<file path="src/rtl/flaf_trig_expander.sv">
// flaf_trig_expander: feeds k*pi*x angles to a cosine block and streams the
// expansion [x, sin(pi x), cos(pi x), ...]. Optional macro: FLAF_TRIG_COSREG_EN.
module flaf_trig_expander #(
    parameter int ORDER = 3,
    parameter int IDX_W = 4
) (
    input  logic                     clk,
    input  logic                     reset,
    input  logic signed [15:0]       x_in,
    input  logic                     x_valid,
    output logic                     x_ready,
    output logic signed [16:0]       theta_out,
    input  logic signed [15:0]       cos_in,
    output logic signed [15:0]       feat_out,
    output logic [IDX_W-1:0]         feat_idx,
    output logic                     feat_valid,
    input  logic                     feat_ready,
    output logic                     feat_last,
    output logic                     clamp_flag
);

    localparam int KW = 3;

    localparam logic signed [17:0] PI   = 18'sh03244;
    localparam logic signed [17:0] PIB2 = 18'sh01922;
    localparam logic signed [17:0] PIM2 = 18'sh06487;
    localparam logic signed [15:0] XMAX = 16'sh1000;
    localparam logic signed [15:0] XMIN = -16'sh1000;

    typedef enum logic [2:0] {
        S_IDLE,
        S_MUL,
        S_EMIT_X,
        S_EMIT_SIN,
        S_EMIT_COS
`ifdef FLAF_TRIG_COSREG_EN
        , S_WAIT
`endif
    } state_t;

    state_t r_state;
    state_t w_next;

`ifdef FLAF_TRIG_COSREG_EN
    state_t             r_wret;
    state_t             w_wret;
    logic signed [15:0] r_cos;
`endif

    logic signed [15:0] r_xc;
    logic               r_clamp;
    logic signed [17:0] r_pix;
    logic signed [17:0] r_acc;
    logic signed [16:0] r_theta;
    logic [KW-1:0]      r_k;

    logic signed [15:0] w_xc;
    logic signed [32:0] w_prod;
    logic signed [17:0] w_pix;
    logic signed [17:0] w_sum;
    logic signed [17:0] w_wrap;
    logic signed [15:0] w_cosv;
    logic [IDX_W-1:0]   w_idx2k;
    logic               w_last;
    logic               w_take_x;
    logic               w_mul_done;
    logic               w_to_cos;
    logic               w_to_sin;

    assign theta_out  = r_theta;
    assign clamp_flag = r_clamp;

    // Saturate the incoming sample to [-1.0, +1.0]
    always_comb begin
        w_xc = x_in;
        if (x_in > XMAX) begin
            w_xc = XMAX;
        end else if (x_in < XMIN) begin
            w_xc = XMIN;
        end
    end

    // pi*x with floor rounding; next harmonic folded back into (-2pi, 2pi)
    always_comb begin
        w_prod = 33'(r_xc) * 33'(PI);
        w_pix  = 18'(w_prod >>> 12);
        w_sum  = r_acc + r_pix;
        w_wrap = w_sum;
        if (w_sum >= PIM2) begin
            w_wrap = w_sum - PIM2;
        end else if (w_sum <= -PIM2) begin
            w_wrap = w_sum + PIM2;
        end
    end

    // Term index, last-harmonic flag and the cosine value presented on beats
    always_comb begin
        w_idx2k = IDX_W'({r_k, 1'b0});
        w_last  = (r_k == KW'(ORDER));
`ifdef FLAF_TRIG_COSREG_EN
        w_cosv  = r_cos;
`else
        w_cosv  = cos_in;
`endif
    end

    // State register
    always_ff @(posedge clk) begin
        if (!reset) begin
            r_state <= S_IDLE;
`ifdef FLAF_TRIG_COSREG_EN
            r_wret  <= S_IDLE;
`endif
        end else begin
            r_state <= w_next;
`ifdef FLAF_TRIG_COSREG_EN
            r_wret  <= w_wret;
`endif
        end
    end

    // Next state, stream outputs and datapath load strobes
    always_comb begin
        w_next     = r_state;
`ifdef FLAF_TRIG_COSREG_EN
        w_wret     = r_wret;
`endif
        x_ready    = 1'b0;
        feat_valid = 1'b0;
        feat_out   = '0;
        feat_idx   = '0;
        feat_last  = 1'b0;
        w_take_x   = 1'b0;
        w_mul_done = 1'b0;
        w_to_cos   = 1'b0;
        w_to_sin   = 1'b0;
        unique case (r_state)
            S_IDLE: begin
                x_ready = reset;
                if (x_valid) begin
                    w_take_x = 1'b1;
                    w_next   = S_MUL;
                end
            end
            S_MUL: begin
                w_mul_done = 1'b1;
`ifdef FLAF_TRIG_COSREG_EN
                w_next = S_WAIT;
                w_wret = S_EMIT_X;
`else
                w_next = S_EMIT_X;
`endif
            end
            S_EMIT_X: begin
                feat_valid = 1'b1;
                feat_out   = r_xc;
                if (feat_ready) begin
                    w_next = S_EMIT_SIN;
                end
            end
            S_EMIT_SIN: begin
                feat_valid = 1'b1;
                feat_out   = w_cosv;
                feat_idx   = w_idx2k - IDX_W'(1);
                if (feat_ready) begin
                    w_to_cos = 1'b1;
`ifdef FLAF_TRIG_COSREG_EN
                    w_next = S_WAIT;
                    w_wret = S_EMIT_COS;
`else
                    w_next = S_EMIT_COS;
`endif
                end
            end
            S_EMIT_COS: begin
                feat_valid = 1'b1;
                feat_out   = w_cosv;
                feat_idx   = w_idx2k;
                feat_last  = w_last;
                if (feat_ready) begin
                    if (w_last) begin
                        w_next = S_IDLE;
                    end else begin
                        w_to_sin = 1'b1;
`ifdef FLAF_TRIG_COSREG_EN
                        w_next = S_WAIT;
                        w_wret = S_EMIT_SIN;
`else
                        w_next = S_EMIT_SIN;
`endif
                    end
                end
            end
`ifdef FLAF_TRIG_COSREG_EN
            S_WAIT: begin
                w_next = r_wret;
            end
`endif
            default: begin
                w_next = S_IDLE;
            end
        endcase
    end

    // Sample latch, angle accumulator and the angle driven to the cosine block
    always_ff @(posedge clk) begin
        if (!reset) begin
            r_xc    <= '0;
            r_clamp <= 1'b0;
            r_pix   <= '0;
            r_acc   <= '0;
            r_theta <= '0;
            r_k     <= '0;
        end else begin
            if (w_take_x) begin
                r_xc    <= w_xc;
                r_clamp <= (w_xc != x_in);
            end
            if (w_mul_done) begin
                r_pix   <= w_pix;
                r_acc   <= w_pix;
                r_theta <= 17'(w_pix - PIB2);
                r_k     <= KW'(1);
            end
            if (w_to_cos) begin
                r_theta <= 17'(r_acc);
            end
            if (w_to_sin) begin
                r_acc   <= w_wrap;
                r_theta <= 17'(w_wrap - PIB2);
                r_k     <= r_k + KW'(1);
            end
        end
    end

`ifdef FLAF_TRIG_COSREG_EN
    // Capture the pipelined cosine result once theta has settled
    always_ff @(posedge clk) begin
        if (!reset) begin
            r_cos <= '0;
        end else if (r_state == S_WAIT) begin
            r_cos <= cos_in;
        end
    end
`endif

endmodule

</file>
<file path="config.mk">
export PLATFORM = sky130hd
export DESIGN_NAME = flaf_trig_expander
export DESIGN_NICKNAME = d
export VERILOG_FILES = /design/src/rtl/flaf_trig_expander.sv
export SDC_FILE = /design/constraint.sdc
export NUM_CORES = 1
export LEC_CHECK = 0
export CAP_MARGIN = 30
export CORE_ASPECT_RATIO = 1.4
export CORE_UTILIZATION = 50
export DETAILED_ROUTE_END_ITERATION = 12
export GPL_ROUTABILITY_DRIVEN = 0
export MAX_ROUTING_LAYER = met4
export PLACE_DENSITY = 0.74
export SLEW_MARGIN = 20
export SYNTH_ARGS = -nofsm -noshare
export SYNTH_HDL_FRONTEND = slang
export SYNTH_SLANG_ARGS = --single-unit
</file>
<file path="constraint.sdc">
create_clock -name clk -period 5.9 [get_ports clk]
set_clock_uncertainty 0.05 [all_clocks]
set_input_delay 1.77 -clock clk [delete_from_list [all_inputs] [get_ports clk]]
set_output_delay 1.77 -clock clk [all_outputs]
set_load 0.02 [all_outputs]
</file>
==> flow_summary.rst <==
.. list-table::
   :header-rows: 1

   * - Metric
     - Value
   * - Run status
     - finished, violations left
   * - Violations in the final reports
     - DRC
   * - Longest Clk Path Bufs
     - 2
   * - Max Fanout on Critical Path
     - 5
   * - Max Fclk
     - 175 MHz
   * - WL final
     - 23000 um
   * - Average vias per placed instance
     - 6.08
   * - Final Hold Vio Count
     - 0
   * - Worst setup EP type
     - register
   * - Detailed Route Iter0 Violations
     - 333
   * - Portion of netlist area occupied by mux cells
     - 0.0165
   * - Finished Cell Area
     - 9930 um2
   * - Global-route wire length before repair
     - 37800 um
   * - Mean routed wirelength per cell
     - 17.7 um
   * - Via count of the first global-routing pass
     - 7824
   * - First-pass iteration count of the detailed router
     - 9
   * - Number of levels in the clock H-tree
     - 3
   * - CTS clk-pin slew, worst paths
     - 0.07 ns
   * - Crit Path Category
     - reg -> reg
   * - Core area
     - 16200 um2
   * - Data arrival at the endpoint of the critical path
     - 5.94 ns
   * - Synth Area in XOR/XNOR
     - 0.110
   * - Number of failing setup endpoints in the final timing report
     - 0
   * - Net count after synthesis
     - 1173
   * - Post-synthesis average cell area
     - 8.30 um2
   * - Antenna violations before repair
     - 0
   * - Worst setup slack after placement
     - 0.00124 ns
   * - Routed Antenna Nets
     - 0
   * - Worst hold path type
     - reg -> reg
   * - Total Routing Usage GR
     - 0.282
   * - Count of flip-flops with a built-in enable after synthesis
     - 0
   * - Synthesis-to-finish area growth
     - 19.1%
   * - DRC violations left
     - 2
   * - Nets
     - 1263
   * - Total grt overflow
     - 0
   * - Height of the die
     - 155 um
   * - Share of cells above drive strength 1
     - 0.0992
   * - Fraction of post-synthesis cell area in the top cell type by area
     - 0.182
   * - Total of max-cap violations
     - 0
   * - Number of clock sinks
     - 76
   * - Cell type with the highest aggregate area in the netlist
     - sky130_fd_sc_hd__dfxtp_1
   * - Req. time, crit path
     - 6.14 ns
   * - Slew at the pin closest to its max-slew limit
     - 0.986 ns
   * - Slew HR
     - 0.338
   * - Hold buffer count at cts
     - 0
   * - Startpoint types
     - register
   * - Site Rows
     - 55
   * - Largest family of logic cells by synthesized area
     - compound AO/OA/AOI/OAI gates
   * - Area of the mapped netlist
     - 8340 um2
   * - Final period util
     - 0.967
   * - Cell types with the largest area share after synthesis
     - sky130_fd_sc_hd__dfxtp_1 18%, sky130_fd_sc_hd__ha_1 15%, sky130_fd_sc_hd__fa_1 8.6%
   * - Die W
     - 111 um
   * - Compound-gate portion of the synthesized area
     - 0.250
   * - Total power of the final layout
     - 2.40 mW
   * - Min cycle time layout
     - 5.71 ns
   * - CTS Buf Count
     - 9
   * - Adder and majority cell fraction of the synthesized area
     - 0.232
   * - Area occupied by multi-input gates
     - 6570 um2
   * - Die area
     - 17200 um2
   * - Flip-flop and latch count after synthesis
     - 76
   * - # IOs
     - 77
   * - TritonCTS clock tree
     - yes
   * - Clock Latency Late Sink
     - 0.34 ns
   * - Setup_tns
     - 0 ns
   * - Distinct cells, synth
     - 85
   * - Effective utilization at floorplan
     - 0.513
   * - Crit path setup slack, layout
     - 0.194 ns
   * - Quantity of I/O buffers inserted on ports
     - 76
   * - Portion of the post-synthesis area used by sequential elements
     - 0.182
   * - Most used flip-flop cell after synthesis
     - sky130_fd_sc_hd__dfxtp_1
   * - Post-Place Cell Area
     - 9520 um2
   * - Total half-perimeter wirelength after legalization and detailed placement
     - 18100 um
   * - Async set or reset register ratio after synthesis
     - 0
   * - Count of inserted antenna diode cells
     - 0
   * - Cell at the root of the clock tree
     - sky130_fd_sc_hd__clkbuf_16
   * - Pin count of the biggest net entering global routing
     - 54
   * - Seq. cell area
     - 1520 um2
   * - Synthesized netlist cell count
     - 1004
   * - Leakage dissipation
     - 4.40 nW
   * - Yosys warns
     - 0
   * - Number of filler cells placed in the layout
     - 1440
   * - Largest vdd supply drop
     - 167 uV
   * - Count of vias placed by the detailed router
     - 7889
   * - Power per unit of standard cell area
     - 241 nW/um2
   * - Slew Limit Fails
     - 0
   * - Fraction of the mapped netlist area in simple logic gates
     - 0.168
[report_power, final]
| group | internal (mW) | switching, mW |
|---|---|---|
| clock | 0.342 | 0.241 |
| sequential | 0.557 | 0.0450 |
| combinational | 0.527 | 0.683 |
[cell usage in the layout (no fill, tap or decap), types with 8 or more instances in the layout]
cell type	instances
sky130_fd_sc_hd__a21oi_1	79
sky130_fd_sc_hd__buf_4	44
sky130_fd_sc_hd__fa_1	36
sky130_fd_sc_hd__nor2_1	82
sky130_fd_sc_hd__and2_1	12
sky130_fd_sc_hd__clkbuf_16	9
sky130_fd_sc_hd__nor3_1	20
sky130_fd_sc_hd__o22ai_1	14
sky130_fd_sc_hd__a221oi_1	9
sky130_fd_sc_hd__clkdlybuf4s50_1	76
sky130_fd_sc_hd__o211ai_1	9
sky130_fd_sc_hd__and3_1	10
sky130_fd_sc_hd__nand3_1	24
sky130_fd_sc_hd__a22o_1	17
sky130_fd_sc_hd__a211oi_1	14
sky130_fd_sc_hd__a31oi_1	12
sky130_fd_sc_hd__o21ai_0	30
sky130_fd_sc_hd__nand2_1	92
sky130_fd_sc_hd__xnor2_1	68
sky130_fd_sc_hd__a21o_1	12
sky130_fd_sc_hd__ha_1	96
sky130_fd_sc_hd__a22oi_1	14
sky130_fd_sc_hd__o21a_1	8
sky130_fd_sc_hd__dfxtp_1	76
sky130_fd_sc_hd__nand2b_1	8
sky130_fd_sc_hd__xor2_1	33
sky130_fd_sc_hd__inv_1	45
[critical path, stage by stage (launching register included)]
cell and delay (ns):
sky130_fd_sc_hd__dfxtp_1 0.33, sky130_fd_sc_hd__ha_1 0.28, sky130_fd_sc_hd__inv_1 0.05, sky130_fd_sc_hd__fa_1 0.50, sky130_fd_sc_hd__inv_1 0.05, sky130_fd_sc_hd__fa_1 0.52
sky130_fd_sc_hd__fa_1 0.42, sky130_fd_sc_hd__ha_1 0.37, sky130_fd_sc_hd__ha_4 0.30, sky130_fd_sc_hd__buf_4 0.13, sky130_fd_sc_hd__nand2_1 0.06, sky130_fd_sc_hd__o21ai_1 0.42
sky130_fd_sc_hd__a31oi_2 0.24, sky130_fd_sc_hd__o31ai_2 0.40, sky130_fd_sc_hd__a21oi_1 0.17, sky130_fd_sc_hd__o21ba_2 0.23, sky130_fd_sc_hd__xnor2_1 0.16, sky130_fd_sc_hd__a2111oi_4 0.30
sky130_fd_sc_hd__xnor2_1 0.12, sky130_fd_sc_hd__a2111oi_2 0.36, sky130_fd_sc_hd__a41oi_1 0.07, sky130_fd_sc_hd__nand2_1 0.10
[repair_timing]
item | in CTS | in global routing
gates resized for setup | 2 | 13
pin swaps | 0 | 4
setup buffers | 0 | 3
setup endpoints to repair | 1 | 2
[metal layers]
metal  up-vias  share of wire  global-route usage
met5         -              0                   -
li1       3855              -                   -
met1      3763           0.39               0.291
met2       222           0.54               0.535
met3        49          0.032              0.0290
met4         0          0.036               0.127
[synthesized netlist by cell type (6+ instances only)]
master and n:
sky130_fd_sc_hd__a211oi_1 15, sky130_fd_sc_hd__a21o_1 12, sky130_fd_sc_hd__a21oi_1 80, sky130_fd_sc_hd__a221oi_1 9, sky130_fd_sc_hd__a22o_1 17, sky130_fd_sc_hd__a22oi_1 14
sky130_fd_sc_hd__a31oi_1 14, sky130_fd_sc_hd__and2_1 12, sky130_fd_sc_hd__and3_1 10, sky130_fd_sc_hd__clkbuf_1 34, sky130_fd_sc_hd__dfxtp_1 76, sky130_fd_sc_hd__fa_1 36
sky130_fd_sc_hd__ha_1 97, sky130_fd_sc_hd__inv_1 45, sky130_fd_sc_hd__mux2_2 6, sky130_fd_sc_hd__mux2i_1 7, sky130_fd_sc_hd__nand2_1 93, sky130_fd_sc_hd__nand2b_1 8
sky130_fd_sc_hd__nand3_1 24, sky130_fd_sc_hd__nand4_1 7, sky130_fd_sc_hd__nor2_1 82, sky130_fd_sc_hd__nor2b_1 6, sky130_fd_sc_hd__nor3_1 21, sky130_fd_sc_hd__nor4_1 7
sky130_fd_sc_hd__o211ai_1 9, sky130_fd_sc_hd__o21a_1 8, sky130_fd_sc_hd__o21ai_0 30, sky130_fd_sc_hd__o221ai_1 6, sky130_fd_sc_hd__o22ai_1 14, sky130_fd_sc_hd__o31a_1 6
sky130_fd_sc_hd__o31ai_1 6, sky130_fd_sc_hd__or3_1 6, sky130_fd_sc_hd__xnor2_1 68, sky130_fd_sc_hd__xor2_1 33
[area by class of cell]
type / count / area share
clock buffer: 10 / 0.0241
timing repair buffer: 121 / 0.112
multi-input combinational: 840 / 0.661
sequential: 76 / 0.153
inverter: 46 / 0.0174
tap: 199 / 0.0251
clock inverter: 6 / 0.00705
[flip-flops by register name, indices dropped and copies added (netlist names)]
name and count:
theta_out 17, r_xc 16, clamp_flag 1, r_state 3, r_k 3, r_acc 18
r_pix 18
[stage by stage]
stage | util | cells | hold WS, ns
after floorplan | - | 1004 | 0.391
after global routing | 0.612 | 1298 | 0.427
final | 0.612 | 1298 | 0.401
after CTS | 0.605 | 1295 | 0.404
after detailed placement | 0.586 | 1279 | 0.395
after global placement | 0.585 | 1278 | 0.393
[logic make-up after synthesis]
group,Yosys count
compound gates,294
xor+xnor,103
fa+ha+maj,133
buf+inv,88
flops,76
mux,13
simple gates,297
[path summary, 6_finish.rpt]
| check | startpoint | endpoint | slack [ns] | cells after the start |
|---|---|---|---|---|
| worst max-delay path | r_xc[1] | theta_out[16] | 0.19 | 21 |
| worst min-delay path | theta_out[1] | theta_out[1] | 0.40 | 2 |
| worst min register to register | theta_out[1] | theta_out[1] | 0.40 | 2 |
| worst max register to register | r_xc[1] | theta_out[16] | 0.19 | 21 |
Power figures use the tool's default switching activity.
